File: src/rtl/io_uart_tx.sv
// Buffers 64-bit CPU output words in a FIFO and serialises them onto a UART 8N1 line.
// Define IO_UART_TX_HEX_EN to send each word as 16 uppercase hex digits plus newline instead of 8 raw bytes.
module io_uart_tx #(
    parameter int DEPTH        = 8,
    parameter int CLKS_PER_BIT = 16
) (
    input  logic                     clk,
    input  logic                     rst,
    input  logic                     io_write,
    input  logic [63:0]              io_data,
    output logic                     tx,
    output logic                     busy,
    output logic [$clog2(DEPTH):0]   fifo_count,
    output logic                     overflow
);
    localparam int PW = $clog2(DEPTH);
    localparam int CW = $clog2(CLKS_PER_BIT);
`ifdef IO_UART_TX_HEX_EN
    localparam logic [4:0] LAST_IDX = 5'd16;
`else
    localparam logic [4:0] LAST_IDX = 5'd7;
`endif

    typedef enum logic [2:0] {IDLE, LOAD, START, DATA, STOP} state_t;

    state_t        state;
    logic [63:0]   mem [DEPTH];
    logic [PW-1:0] wr_ptr;
    logic [PW-1:0] rd_ptr;
    logic [63:0]   shreg;
    logic [4:0]    byte_idx;
    logic [2:0]    bit_idx;
    logic [CW-1:0] baud;
    logic [7:0]    cur_char;
    logic          full;
    logic          push;
    logic          pop;
    logic          bit_end;

    // Fullness uses the pre-edge count, so a pop on the same edge never rescues a write.
    assign full    = (fifo_count == (PW+1)'(DEPTH));
    assign push    = io_write && !full;
    assign pop     = (state == IDLE) && (fifo_count != '0);
    assign bit_end = (baud == CW'(CLKS_PER_BIT - 1));
    assign busy    = (state != IDLE) || (fifo_count != '0);

    always_comb begin
`ifdef IO_UART_TX_HEX_EN
        if (byte_idx == 5'd16)
            cur_char = 8'h0A;
        else if (shreg[63:60] < 4'd10)
            cur_char = {4'h3, shreg[63:60]};
        else
            cur_char = {4'h3, shreg[63:60]} + 8'd7;
`else
        cur_char = shreg[7:0];
`endif
    end

    always_ff @(posedge clk) begin
        if (push)
            mem[wr_ptr] <= io_data;
    end

    always_ff @(posedge clk) begin
        if (rst) begin
            state      <= IDLE;
            wr_ptr     <= '0;
            rd_ptr     <= '0;
            fifo_count <= '0;
            overflow   <= 1'b0;
            tx         <= 1'b1;
            shreg      <= '0;
            byte_idx   <= '0;
            bit_idx    <= '0;
            baud       <= '0;
        end else begin
            if (push)
                wr_ptr <= wr_ptr + 1'b1;
            if (pop)
                rd_ptr <= rd_ptr + 1'b1;
            if (io_write && full)
                overflow <= 1'b1;
            if (push && !pop)
                fifo_count <= fifo_count + 1'b1;
            else if (pop && !push)
                fifo_count <= fifo_count - 1'b1;

            case (state)
                IDLE: begin
                    tx   <= 1'b1;
                    baud <= '0;
                    if (pop) begin
                        shreg    <= mem[rd_ptr];
                        byte_idx <= '0;
                        state    <= LOAD;
                    end
                end
                LOAD: begin
                    tx    <= 1'b0;
                    baud  <= '0;
                    state <= START;
                end
                START: begin
                    if (bit_end) begin
                        baud    <= '0;
                        bit_idx <= '0;
                        tx      <= cur_char[0];
                        state   <= DATA;
                    end else begin
                        baud <= baud + 1'b1;
                    end
                end
                DATA: begin
                    if (bit_end) begin
                        baud <= '0;
                        if (bit_idx == 3'd7) begin
                            tx    <= 1'b1;
                            state <= STOP;
                        end else begin
                            bit_idx <= bit_idx + 3'd1;
                            tx      <= cur_char[bit_idx + 3'd1];
                        end
                    end else begin
                        baud <= baud + 1'b1;
                    end
                end
                STOP: begin
                    if (bit_end) begin
                        baud <= '0;
                        if (byte_idx != LAST_IDX) begin
                            // Next character starts immediately: no idle bits inside a word.
                            byte_idx <= byte_idx + 5'd1;
`ifdef IO_UART_TX_HEX_EN
                            shreg    <= {shreg[59:0], 4'h0};
`else
                            shreg    <= {8'h00, shreg[63:8]};
`endif
                            tx       <= 1'b0;
                            state    <= START;
                        end else begin
                            tx    <= 1'b1;
                            state <= IDLE;
                        end
                    end else begin
                        baud <= baud + 1'b1;
                    end
                end
                default: begin
                    tx    <= 1'b1;
                    state <= IDLE;
                end
            endcase
        end
    end
endmodule
File: config.mk
export PLATFORM = sky130hd
export DESIGN_NAME = io_uart_tx
export DESIGN_NICKNAME = d
export VERILOG_FILES = /design/src/rtl/io_uart_tx.sv
export SDC_FILE = /design/constraint.sdc
export NUM_CORES = 1
export LEC_CHECK = 0
export BUFFER_PORTS_ARGS = -buffer_cell sky130_fd_sc_hd__buf_2
export CAP_MARGIN = 10
export CORE_MARGIN = 5
export CORE_UTILIZATION = 23
export CTS_CLUSTER_SIZE = 8
export DETAILED_ROUTE_END_ITERATION = 7
export PLACE_DENSITY = 0.43
export SYNTH_ARGS = -nofsm -noshare
export SYNTH_HDL_FRONTEND = slang
export SYNTH_SLANG_ARGS = --single-unit
export TNS_END_PERCENT = 5
File: constraint.sdc
create_clock -name clk -period 6.45 [get_ports clk]
set_input_delay 1.29 -clock clk [delete_from_list [all_inputs] [get_ports clk]]
set_output_delay 1.29 -clock clk [all_outputs]
set_load 0.1 [all_outputs]
# [After elaboration in Yosys (flattened, before gate mapping)]
# Memories as Yosys holds them, arrays and structs flattened. A register that Yosys moved wholly into a read port is not among the register bits.
# Cells that the tools add are included.
[op_classes] n_addsub=7 n_mul=0 n_div=0 n_lt_le_gt_ge=1 n_eq_ne=15 shifts=0 n_mux=35 bitwise=0 n_reduce_logical=22
[ops] op="two-way mux 64 bit" count=3
[ops] op="one-hot mux 64 bit (2 select lines)" count=1
[ops] op="two-way mux 3 bit" count=10
[ops] op="two-way mux 5 bit" count=3
[ops] op="one-hot mux 3 bit (5 select lines)" count=1
[ops] op="!= test 2 bit (second input constant)" count=7
[ops] op="two-way mux 4 bit" count=3
[ops] op="one-hot mux 5 bit (2 select lines)" count=1
[ops] op="adder 3 x 1 -> 3 bit (second input constant)" count=3
[ops] op="adder 4 x 1 -> 4 bit (second input constant)" count=2
[ops] op="== test 4 bit (second input constant)" count=2
[ops] op="two-way mux 1 bit" count=8
[ops] op="one-hot mux 4 bit (2 select lines)" count=1
[ops] op="AND reduction 4 bit" count=2
[ops] op="nonzero test 2 bit" count=4
[ops] op="== test 3 x 2 -> 1 bit (second input constant)" count=2
[ops] op="== test 3 bit (second input constant)" count=2
[ops] op="one-hot mux 3 bit (2 select lines)" count=1
[ops] op="adder 5 x 1 -> 5 bit (second input constant)" count=1
[ops] op="logical AND 1 bit" count=5
[ops] op="!= test 5 x 3 -> 1 bit (second input constant)" count=1
[ops] op="AND reduction 5 bit" count=1
[ops] op="< comparator 3 x 4 -> 1 bit (second input constant)" count=1
[ops] op="one-hot mux 1 bit (4 select lines)" count=1
[ops] op="12 further kinds" count=14
[word_totals] regBits=91 latch_bits=0 mem_bits_rw=512 mem_bits_ro=0 inputBits=67 out_inout_bits=7 elab_cells=91 memories=1
[mem_list] memory="mem" words=8 word_bits=64 rd=1 rd_ports_with_merged_regs=1 write_ports=1 line_no="27" source="logic [63:0] mem [DEPTH];"

# [Depth between registers and ports, before layout]
[logic_depth] word_depth=7 ltp_mapped=11 mapped_depth_nobuf=10

# [Worst setup path before layout]
# No wires, ideal clock.
[synth_timing] path_kind="register to register" from="register fifo_count[0]" to="memory mem[0][0] (enable)" setup_ns=0.565 arrival_time_ns=6.144 t_required_ns=5.885 path_slack_ns=-0.259 stages_incl_launch_ff=6 n_path_buf=1 period_less_slack_ns=6.709 path_cell_list="dfxtp_1 -> or4b_2 -> and2_1 -> clkbuf_1 -> nand2b_1 -> nor3_1"
[synth_between] elab_chain_cells=5
[synth_lines] element="start, declared" line_no="13" source="output logic [$clog2(DEPTH):0] fifo_count,"
[synth_lines] element="start signal, assigned" line_no="85" source="fifo_count <= fifo_count + 1'b1;"
[synth_lines] element="start signal, assigned" line_no="87" source="fifo_count <= fifo_count - 1'b1;"
[synth_lines] element="== test 4 bit" line_no="41" source="assign full = (fifo_count == (PW+1)'(DEPTH));"
[synth_lines] element="logical NOT 1 bit" line_no="42" source="assign push = io_write && !full;"
[synth_lines] element="logical AND 1 bit" line_no="42"
[synth_lines] element="net push" line_no="36" source="logic push;"
[synth_lines] element="two-way mux 1 bit" line_no="61" source="if (push)"
[synth_lines] element="two-way mux 1 bit (not written as such)" line_no="62" source="mem[wr_ptr] <= io_data;"
[synth_lines] element="end, declared" line_no="27"
# The timed path passes the listed nets, and every way through them passes these cells.

# [Worst setup path in the final report]
[layout_timing] from="register state[2]" to="output busy"
[layout_between] elab_chain_cells=2
[layout_lines] element="start, declared" line_no="26" source="state_t state;"
[layout_lines] element="start signal, assigned" line_no="67" source="state <= IDLE;"
[layout_lines] element="start signal, assigned" line_no="96" source="state <= LOAD;"
[layout_lines] element="start signal, assigned" line_no="102" source="state <= START;"
[layout_lines] element="nonzero test 3 bit" line_no="45" source="assign busy = (state != IDLE) || (fifo_count != '0);"
[layout_lines] element="logical OR 1 bit" line_no="45"
[layout_lines] element="end, declared" line_no="12" source="output logic busy,"
# No other way between the ends.

==> flow_metrics.tcl <==
set metrics [dict create \
    status "finished clean" \
    synth_cells 1295 \
    synth_commonest_cells "edfxtp_1, mux2i_1, dfxtp_1" \
    slew_violations 0 \
    ys_types 54 \
    ctsResizeCount 0 \
    cts_tree "built" \
    drt_iter0_markers 836 \
    yosysSeqAreaShare_pct 74.0 \
    clock_skew_ns 0.0284 \
    grt_pass1_wl_um 86700 \
    synth_edf_count 512 \
    drive_gt1_share_pct 20.7 \
    layout_setup_ws_ns 3.00 \
    gr-usage-all-layers_pct 10.8 \
    p_per_area_nw_per_um2 404 \
    path_max_fanout 15 \
    hpwlAfterDp_um 33500 \
    syn2layout_area_growth_pct 19.4 \
    tns_ns 0 \
    required_ns 5.16 \
    clk_pin_slew_worst_paths_ns 0.05 \
    max_cap_violations 0 \
    yosys.area_share.xor_xnor_pct 0.225 \
    finalHoldViolations 0 \
    clk_latency_ns 0.63 \
    yosysMostFrequentCell "edfxtp_1" \
    tightestPinTransition_ns 1.03 \
    start_util_pct 23.2 \
    worstSetupPathType "reg -> out" \
    synth_compound_area_share_pct 5.14 \
    wl_per_cell_um 20.7 \
    seqCellArea_um2 17300 \
    drtPass1Iterations 5 \
    antenna_found_initial 22 \
    place_ws_ns 2.64 \
    synth_top_family_by_area "multiplexers" \
    clock-sinks 606 \
    routed_wl_um 58500 \
    yosysTopAreaCell "edfxtp_1" \
    ys_warn_count 0 \
    n_fill_cell 10200 \
    finalCritPeriodShare_pct 53.6 \
    yosys.area_share.simple_pct 4.31 \
    grt_start_max_net_pins 110 \
    ys_top_cells_by_area "edfxtp_1, dfxtp_1, mux4_2" \
    synth_top_cell_area_share_pct 65.9 \
    drcViolationCount 0 \
    multiInputGateArea_um2 5760 \
    overflow 0 \
    cp-start-kind "flop" \
    synth.mux.area_fraction_pct 14.0 \
    p_sw_mw 3.24 \
    layout_min_cycle_time_ns 3.45 \
    coreArea_um2 100000 \
    p_comb_share_pct 19.4 \
    final_nets 1478 \
    vdd_drop_max_v 0.000217 \
    swShare_pct 28.8 \
    synth_adder_area_share_pct 0.569 \
    num_rows 116 \
    cts_hold_buf 0 \
    avgSynthCellArea_um2 18.0 \
    power_frac_clock_pct 36.8 \
    die_h_um 328 \
    ioPinCount 74 \
    ys.flop_type "edfxtp_1" \
    setup_viol_count_final 0 \
    syn_nets 1372 \
    power_frac_seq_pct 43.8 \
    port_buffers 73 \
    die-area_um2 108000 \
    min_path_type "reg -> reg" \
    vias 12200 \
    timing.fmax_mhz 290 \
    slew_headroom_pct 31.1 \
    die_w_um 328 \
    via_per_inst 4.31 \
    final_antenna_net_count 0 \
    end_kind "output port" \
    syn_area_um2 23300 \
    cp.arrival_ns 2.16 \
    htree_num_levels 3 \
    leakage_nw 8.72 \
    cts_root_buf "clkbuf_16" \
    cts_inserted_buffers 86 \
    clockBufferDepth 3 \
    grt_pass1_vias 12900 \
    async_reset_ff_share_pct 0 \
    rsz0062_at_grt "false" \
    p_int_mw 8.02 \
    gp_congestion 0.710 \
    cts_setup_buffers 0 \
    ys_ff_latch 606 \
]
-- routing by layer --
metal | up-vias | global-route usage, % | share of wire [%]
met5 | - | 0 | 0.058
met1 | 6355 | 13.9 | 44
met4 | 4 | 3.59 | 2.2
met3 | 101 | 2.24 | 4.3
li1 | 5479 | - | -
met2 | 235 | 18.1 | 49
-- critical path: stages (launching register included) --
cell and delay, ns:
dfxtp_1 0.44, nor3_1 0.53, nand2_1 0.21, buf_2 0.34
-- state kept, by name (all words and copies together) (netlist names), named ones only --
signal      count
baud            4
tx              1
wr_ptr          3
fifo_count      4
overflow        1
byte_idx        5
bit_idx         3
mem           512
shreg          64
state           3
rd_ptr          3
-- final cells by class --
cell class,count,area share [%]
clock buffer,138,8.51
inverter,5,0.0719
multi-input combinational,602,20.7
clock inverter,9,0.377
antenna,10,0.0899
sequential,606,62.0
tap,1357,6.10
timing repair buffer,100,2.13
-- final timing paths --
check	cells past startpoint	endpoint	start	slack, ns
worst max register to register	11	fifo_count[3]$_SDFFE_PP0P_	state[2]$_SDFFE_PP0P_	3.01
worst min register to register	2	overflow$_SDFFE_PP0P_	overflow$_SDFFE_PP0P_	0.46
worst min-delay path	2	overflow$_SDFFE_PP0P_	overflow$_SDFFE_PP0P_	0.46
worst max-delay path	3	busy	state[2]$_SDFFE_PP0P_	3.00
-- cell families after synthesis --
logic type / count (synthesis)
mux: 229
simple gates: 207
flops: 606
buf+inv: 87
compound gates: 150
fa+ha+maj: 10
xor+xnor: 6
-- stage by stage --
stage / util, % / instances / hold WS, ns / power [mW] / instance area (µm²)
3_3_place_gp: 25.2 / 2670 / 0.448 / 7.21 / 25300
2_1_floorplan: - / 1295 / 0.432 / 6.51 / 23300
6_report: 27.7 / 2827 / 0.460 / 11.3 / 27800
3_5_place_dp: 25.2 / 2670 / 0.455 / 7.25 / 25300
5_1_grt: 27.7 / 2821 / 0.487 / 11.8 / 27800
4_1_cts: 27.7 / 2817 / 0.468 / 11.5 / 27800
-- placed cells by master, fill, tap and decap left out, types with 15 or more instances in the layout --
cell type	n
nor2_1	50
clkbuf_1	51
mux2i_1	148
buf_2	73
clkbuf_16	87
dfxtp_1	91
mux4_2	78
a311oi_1	26
edfxtp_1	512
nor3_1	31
buf_4	25
nand2_1	44
a22oi_1	54
a221o_1	30
a21oi_1	15
nand3_1	35
-- power groups by stage --
stage / logic (mW) / registers (mW) / clock network [mW]
2_1_floorplan: 1.59 / 4.91 / 0
3_3_place_gp: 2.22 / 4.99 / 0
3_5_place_dp: 2.24 / 5.00 / 0
4_1_cts: 2.25 / 4.93 / 4.29
5_1_grt: 2.38 / 4.96 / 4.45
6_report: 2.19 / 4.93 / 4.14
Note: power is estimated with default switching activity, not from simulation.
